--- src/rtl/pipe_issue_ctrl.sv ---
// pipe_issue_ctrl
// ---------------------------------------------------------------------------
// In-order issue controller for the 4-stage register/ALU/writeback/memory
// pipeline. Incoming instruction words are buffered in a small FIFO. The word
// at the FIFO head is checked for read-after-write hazards against the two
// most recently issued instructions. Bubbles are inserted until the producer
// has left the hazard window. Issued fields are presented on registered
// outputs together with a one-cycle strobe.
//
// Ports:
//   clk        single clock, all state updates on the rising edge
//   rst_n      asynchronous active-low reset
//   in_valid   instruction word offered on in_instr
//   in_ready   FIFO can accept a word (high when not full)
//   in_instr   [23:20] func, [19:16] rd, [15:12] rs1, [11:8] rs2, [7:0] addr
//   pause      suppress issue this cycle (bubble instead)
//   flush      synchronous discard of the queue and the hazard history
//   iss_valid  registered one-cycle issue strobe
//   iss_func   issued function code      (held while iss_valid=0)
//   iss_rd     issued destination reg    (held while iss_valid=0)
//   iss_rs1    issued source A           (held while iss_valid=0)
//   iss_rs2    issued source B           (held while iss_valid=0)
//   iss_addr   issued memory address     (held while iss_valid=0)
//   illegal    one-cycle pulse when a func >= 12 word is dropped
//   busy       FIFO non-empty or any history entry valid
//   stall_cnt  cycles lost to hazards, saturating
//   issue_cnt  instructions issued, wrapping
// ---------------------------------------------------------------------------
module pipe_issue_ctrl #(
  parameter int DEPTH = 4,
  parameter int CNT_W = 16
) (
  input  logic             clk,
  input  logic             rst_n,
  input  logic             in_valid,
  output logic             in_ready,
  input  logic [23:0]      in_instr,
  input  logic             pause,
  input  logic             flush,
  output logic             iss_valid,
  output logic [3:0]       iss_func,
  output logic [3:0]       iss_rd,
  output logic [3:0]       iss_rs1,
  output logic [3:0]       iss_rs2,
  output logic [7:0]       iss_addr,
  output logic             illegal,
  output logic             busy,
  output logic [CNT_W-1:0] stall_cnt,
  output logic [CNT_W-1:0] issue_cnt
);

  localparam int PTR_W = (DEPTH > 1) ? $clog2(DEPTH) : 1;
  localparam int OCC_W = $clog2(DEPTH + 1);
  localparam logic [OCC_W-1:0] FULL_OCC = OCC_W'(DEPTH);

  // FIFO storage and bookkeeping
  logic [23:0]      mem [DEPTH];
  logic [PTR_W-1:0] wr_ptr;
  logic [PTR_W-1:0] rd_ptr;
  logic [OCC_W-1:0] occ;

  // Hazard history: h0 was issued at the previous edge, h1 two edges ago
  logic       h0_valid;
  logic [3:0] h0_rd;
  logic       h1_valid;
  logic [3:0] h1_rd;

  // Head-of-queue fields
  logic [23:0] head;
  logic [3:0]  head_func;
  logic [3:0]  head_rd;
  logic [3:0]  head_rs1;
  logic [3:0]  head_rs2;
  logic [7:0]  head_addr;

  // Decode and control
  logic head_present;
  logic head_illegal;
  logic reads_rs1;
  logic reads_rs2;
  logic rs1_hit;
  logic rs2_hit;
  logic hazard;
  logic active;
  logic drop_now;
  logic issue_now;
  logic stall_now;
  logic push;
  logic pop;

  assign head      = mem[rd_ptr];
  assign head_func = head[23:20];
  assign head_rd   = head[19:16];
  assign head_rs1  = head[15:12];
  assign head_rs2  = head[11:8];
  assign head_addr = head[7:0];

  // Full means no accept, even if the head pops in the same cycle; this
  // keeps in_ready a pure function of occupancy.
  assign in_ready     = (occ != FULL_OCC);
  assign head_present = (occ != '0);
  assign busy         = head_present || h0_valid || h1_valid;

  // Function codes with both top bits set (12 through 15) are illegal.
  assign head_illegal = (head_func[3:2] == 2'b11);

  // Operand usage per function code.
  always_comb begin
    reads_rs1 = 1'b0;
    reads_rs2 = 1'b0;
    case (head_func)
      4'd0, 4'd1, 4'd2, 4'd5, 4'd6, 4'd7: begin
        reads_rs1 = 1'b1;
        reads_rs2 = 1'b1;
      end
      4'd3, 4'd8, 4'd10: begin
        reads_rs1 = 1'b1;
      end
      4'd4, 4'd9, 4'd11: begin
        reads_rs2 = 1'b1;
      end
      default: begin
        reads_rs1 = 1'b0;
        reads_rs2 = 1'b0;
      end
    endcase
  end

  // A source register only counts as a hit if the operand is actually read.
  assign rs1_hit = reads_rs1 &&
                   ((h0_valid && (head_rs1 == h0_rd)) ||
                    (h1_valid && (head_rs1 == h1_rd)));
  assign rs2_hit = reads_rs2 &&
                   ((h0_valid && (head_rs2 == h0_rd)) ||
                    (h1_valid && (head_rs2 == h1_rd)));
  assign hazard  = !head_illegal && (rs1_hit || rs2_hit);

  // Priority at each edge: flush, then illegal drop, then pause, then hazard.
  // Illegal words are dropped even while paused or while a hazard is present.
  assign active    = head_present && !flush;
  assign drop_now  = active && head_illegal;
  assign issue_now = active && !head_illegal && !pause && !hazard;
  assign stall_now = active && !head_illegal && !pause && hazard;
  assign pop       = drop_now || issue_now;
  assign push      = in_valid && in_ready && !flush;

  // FIFO storage is written without reset; occupancy guards every read.
  always_ff @(posedge clk) begin
    if (push) begin
      mem[wr_ptr] <= in_instr;
    end
  end

  // FIFO pointers and occupancy; flush returns the queue to empty.
  always_ff @(posedge clk or negedge rst_n) begin
    if (!rst_n) begin
      wr_ptr <= '0;
      rd_ptr <= '0;
      occ    <= '0;
    end else if (flush) begin
      wr_ptr <= '0;
      rd_ptr <= '0;
      occ    <= '0;
    end else begin
      if (push) begin
        wr_ptr <= wr_ptr + PTR_W'(1);
      end
      if (pop) begin
        rd_ptr <= rd_ptr + PTR_W'(1);
      end
      case ({push, pop})
        2'b10:   occ <= occ + OCC_W'(1);
        2'b01:   occ <= occ - OCC_W'(1);
        default: occ <= occ;
      endcase
    end
  end

  // Hazard history shift register. Anything that is not a real issue
  // (bubble, pause, illegal drop, empty queue) shifts in an invalid entry.
  always_ff @(posedge clk or negedge rst_n) begin
    if (!rst_n) begin
      h0_valid <= 1'b0;
      h0_rd    <= '0;
      h1_valid <= 1'b0;
      h1_rd    <= '0;
    end else if (flush) begin
      h0_valid <= 1'b0;
      h1_valid <= 1'b0;
    end else begin
      h1_valid <= h0_valid;
      h1_rd    <= h0_rd;
      h0_valid <= issue_now;
      h0_rd    <= head_rd;
    end
  end

  // Registered issue port. Fields only update on an issue so the pipeline
  // sees stable values during bubbles.
  always_ff @(posedge clk or negedge rst_n) begin
    if (!rst_n) begin
      iss_valid <= 1'b0;
      iss_func  <= '0;
      iss_rd    <= '0;
      iss_rs1   <= '0;
      iss_rs2   <= '0;
      iss_addr  <= '0;
      illegal   <= 1'b0;
    end else begin
      iss_valid <= issue_now;
      illegal   <= drop_now;
      if (issue_now) begin
        iss_func <= head_func;
        iss_rd   <= head_rd;
        iss_rs1  <= head_rs1;
        iss_rs2  <= head_rs2;
        iss_addr <= head_addr;
      end
    end
  end

  // Performance counters survive a flush; only reset clears them.
  always_ff @(posedge clk or negedge rst_n) begin
    if (!rst_n) begin
      stall_cnt <= '0;
      issue_cnt <= '0;
    end else begin
      if (stall_now && (stall_cnt != {CNT_W{1'b1}})) begin
        stall_cnt <= stall_cnt + CNT_W'(1);
      end
      if (issue_now) begin
        issue_cnt <= issue_cnt + CNT_W'(1);
      end
    end
  end

endmodule

--- config.mk ---
export PLATFORM = sky130hd
export DESIGN_NAME = pipe_issue_ctrl
export DESIGN_NICKNAME = d
export VERILOG_FILES = /design/src/rtl/pipe_issue_ctrl.sv
export SDC_FILE = /design/constraint.sdc
export NUM_CORES = 1
export LEC_CHECK = 0
export BUFFER_PORTS_ARGS = -buffer_cell sky130_fd_sc_hd__buf_4
export CORE_ASPECT_RATIO = 2
export CORE_UTILIZATION = 52
export CTS_CLUSTER_DIAMETER = 60
export DETAILED_ROUTE_END_ITERATION = 8
export GPL_ROUTABILITY_DRIVEN = 1
export PLACE_DENSITY_LB_ADDON = 0.15
export SLEW_MARGIN = 20
export SYNTH_ARGS = -nofsm -noshare
export SYNTH_HDL_FRONTEND = slang
export SYNTH_SLANG_ARGS = --single-unit
--- constraint.sdc ---
create_clock -name clk -period 2.9 [get_ports clk]
set_input_delay 0.145 -clock clk [delete_from_list [all_inputs] [get_ports clk]]
set_output_delay 0.145 -clock clk [all_outputs]
set_load 0.01 [all_outputs]
==> results by group <==
Layout
  • Area grow syn2layout: 33.51%
  • ANT cells: 0
  • Sequential Area: 4762 um2
  • Final Util: 0.7129
  • Filler Cell Count: 878
  • Multi-input logic area: 2527 um2
  • Fin area: 9580 um2
  • Layout cell share with drive strength beyond 1: 0.4475
  • # nets final: 633
  • Non-filler cells, final: 765

Worst setup path
  • R2R cell count: 12
  • Worst setup path category: register to register
  • CP Cell Sequence: buf_12 -> buf_6 -> mux4_2 -> xor2_4 -> o41ai_4 -> a211oi_4 -> nor2_2 -> nor2_2 -> fa_2 -> and3_4 -> mux2i_1 -> mux2_2
  • Flop-to-flop setup slack: -0.27 ns
  • CP max stage delay: 0.58 ns
  • Startpoint Class: register
  • Worst r2r dst: occ[2]$_DFFE_PN0P_
  • Slowest cell on the critical path: mux4_2
  • Worst Path Required: 3.21 ns
  • Crit path top cell by count: nor2_2
  • Type of destination of the critical path: register
  • Crit Path Max Fanout: 5
  • Worst EP arrival: 3.48 ns
  • Worst flop-to-flop path startpoint: rd_ptr[0]$_DFFE_PN0P_

Global route
  • All-layer global routing usage: 0.2298
  • Initial antenna violation count: 0
  • Largest net degree at the start of global routing: 76
  • First-pass GRT wire length: 24.23 mm
  • GRT overflow: 0
  • Number of global-route vias before repair: 4623

Route
  • Final wirelength: 16.28 mm
  • DRT Pass-1 Iters: 4
  • Remaining DRCs: 0
  • Iter 0 DRT Violations: 186
  • Via count: 4312
  • Routed Antenna Nets: 0
  • Vias per inst: 5.637
  • DR WL/cell: 21.28 um

STA
  • Period utilization: 1.093
  • Final worst slack: -0.2709 ns
  • Tmin final: 3.171 ns
  • Max Freq: 315.4 MHz
  • Final Max Tran Viols: 0
  • Final setup fails: 25
  • Final hold violation count: 0
  • Max-slew headroom: 0.5094
  • Skew final: 0.01165 ns
  • Pin slew with the least headroom to its limit: 0.7359 ns
  • Hold WS: 0.1052 ns
  • Setup tns final: -0.9406 ns
  • RSZ-0062 raised after global routing: true

Floorplanning
  • Die Y: 168.1 um
  • Initial core utilization: 0.5340
  • Number of cell rows: 60
  • Core ar.: 13440 um2
  • Die area: 14300 um2
  • Width of the chip: 85.07 um
  • Io pins: 89

Placed design
  • RePlAce Congestion: 0.8581
  • Dpl cell area: 8187 um2
  • DP HPWL: 9.983 mm
  • PortBufs: 88
  • # placed instances: 686

Logic synthesis
  • Most frequent cell after synthesis: edfxtp_1
  • Syn Inst Count: 429
  • Syn_area_per_cell: 16.73 um2
  • Synth Cell Area: 7176 um2
  • Top_reg_cell synth: edfxtp_1
  • Synth cell types: 39
  • Post-synth net total: 465
  • Post-synth top area share: 0.4017
  • Number of flops mapped to enable cells by yosys: 96
  • Ys Warns: 0
  • Asr flop ratio synth: 0.4386
  • Synth area leader: edfxtp_1
  • Top area cells in the synthesized netlist: edfxtp_1, dfrtp_1, mux2_2
  • Synth cell count leaders: edfxtp_1, dfrtp_1, xnor2_1
  • Sequential area share after synthesis: 0.6633
  • #FFs+latches synth: 171

Worst hold path
  • Hold WC Path Type: input port to register
  • Hold Crit Start: flush
  • Hold endpoint: rd_ptr[1]$_DFFE_PN0P_
  • Hold Path Stages: 2

Power and ir drop
  • Power Dens Cells: 806.4 nW/um2
  • Pleak: 0.003877 uW
  • Peak supply drop: 0.6043 mV

Outcome
  • Failing checks: setup timing
  • Status: finished with violations

Clock tree
  • CTS Buffer Depth: 2
  • Sink Count: 171
  • CTS tree: done
  • Clock Root Buffer: clkbuf_16
  • CTS buffer count: 17
  • Worst-path clk slew: 0.07 ns
  • Clock latency at the later pin of the worst-skew pair: 0.42 ns
  • H-tree depth: 4

Run
  • Max_cap viols: 0
## cells in the final DEF (no fill, tap or decap), types with 4 or more instances in the layout
master	count
ha_1	6
mux2_2	11
nand4_1	15
nand3b_1	4
buf_6	8
mux4_2	23
xnor2_1	33
nor2b_1	4
nor2_1	8
nor3_1	5
dlygate4sd3_1	26
mux2i_1	18
dfrtp_1	73
clkbuf_16	19
nand3_1	7
xor2_1	5
mux2_4	25
edfxtp_1	96
inv_6	5
buf_4	125
nand2_1	9
and2_1	4
and3_1	11
xnor2_2	5
buf_12	4
## kinds of logic after synthesis
kind of cell	count (synthesis)	synth area share
muxes	77	0.1575
DFF	171	0.6633
and+or+nand+nor	89	0.06905
adders and majority gates	7	0.01325
xor gates and xnor gates	46	0.05615
AOI/OAI and AO/OA	15	0.02040
buffers and inverters	24	0.02040
## registers in the layout (all words and copies together), names as in the netlist, 2 cells and up
name and count:
iss_addr 8, mem 96, wr_ptr 2, iss_rd 4, rd_ptr 2, iss_rs2 4
iss_func 4, occ 3, h1_rd 4, h0_rd 4, issue_cnt 16, stall_cnt 16
iss_rs1 4
## where the power goes
part	leakage [uW]	switching [uW]	internal, uW	total [uW]
Sequential	0.00183	277	2930	3210
Combinational	0.00176	944	1300	2250
Clock	0.000280	979	1290	2270
## worst max path at each step
stage | start | cells after the start | to
4_1_cts | rd_ptr[0]$_DFFE_PN0P_ | 12 | occ[2]$_DFFE_PN0P_
2_1_floorplan | rd_ptr[0]$_DFFE_PN0P_ | 11 | occ[2]$_DFFE_PN0P_
3_5_place_dp | rd_ptr[0]$_DFFE_PN0P_ | 10 | issue_cnt[14]$_DFFE_PN0P_
3_3_place_gp | rd_ptr[0]$_DFFE_PN0P_ | 12 | occ[2]$_DFFE_PN0P_
5_1_grt | rd_ptr[0]$_DFFE_PN0P_ | 12 | occ[2]$_DFFE_PN0P_
6_report | rd_ptr[0]$_DFFE_PN0P_ | 12 | occ[2]$_DFFE_PN0P_
## per-stage QoR
step,worst slack (ns),total power [uW]
6_report,-0.2709,7726
5_1_grt,-0.4231,8028
4_1_cts,-0.2751,7393
3_5_place_dp,-0.5541,4973
3_3_place_gp,-0.5343,4921
2_1_floorplan,-0.1818,4182
## area by class of cell
cell class	instances	share of cell area
sequential	171	0.4971
multi-input combinational	234	0.2638
inverter	3	0.001175
timing repair buffer	170	0.1562
clock inverter	14	0.01672
clock buffer	18	0.04480
tap	155	0.02024
## what timing repair did
item / 4_1_cts / 5_1_grt
pin swaps: 10 / 29
buffers inserted: 9 / 14
hold buffers: 26 / 0
resized for setup: 27 / 60
endpoints found under the hold margin: 172 / 0
endpoints found under the setup margin: 60 / 41
cloned: 1 / 2
## routing by layer
metal / vias to the layer above / track usage / part of all wire / wire length, um
li1: 1954 / - / - / -
met1: 2223 / 0.2370 / 0.36 / 5821
met2: 107 / 0.4397 / 0.58 / 9490
met3: 28 / 0.04216 / 0.028 / 449
met4: 0 / 0.1017 / 0.032 / 517
met5: - / 0 / 0 / 0
## critical path, delay by kind of cell, from the launching register on
kind	cells	cell delay (ns)
buffers and inverters	2	0.22
DFF	1	0.39
and+or+nand+nor	3	0.36
AOI/OAI and AO/OA	2	0.44
adders and majority gates	1	0.36
muxes	3	1.06
xor gates and xnor gates	1	0.20
No activity file was read; power rests on OpenSTA's default activity.
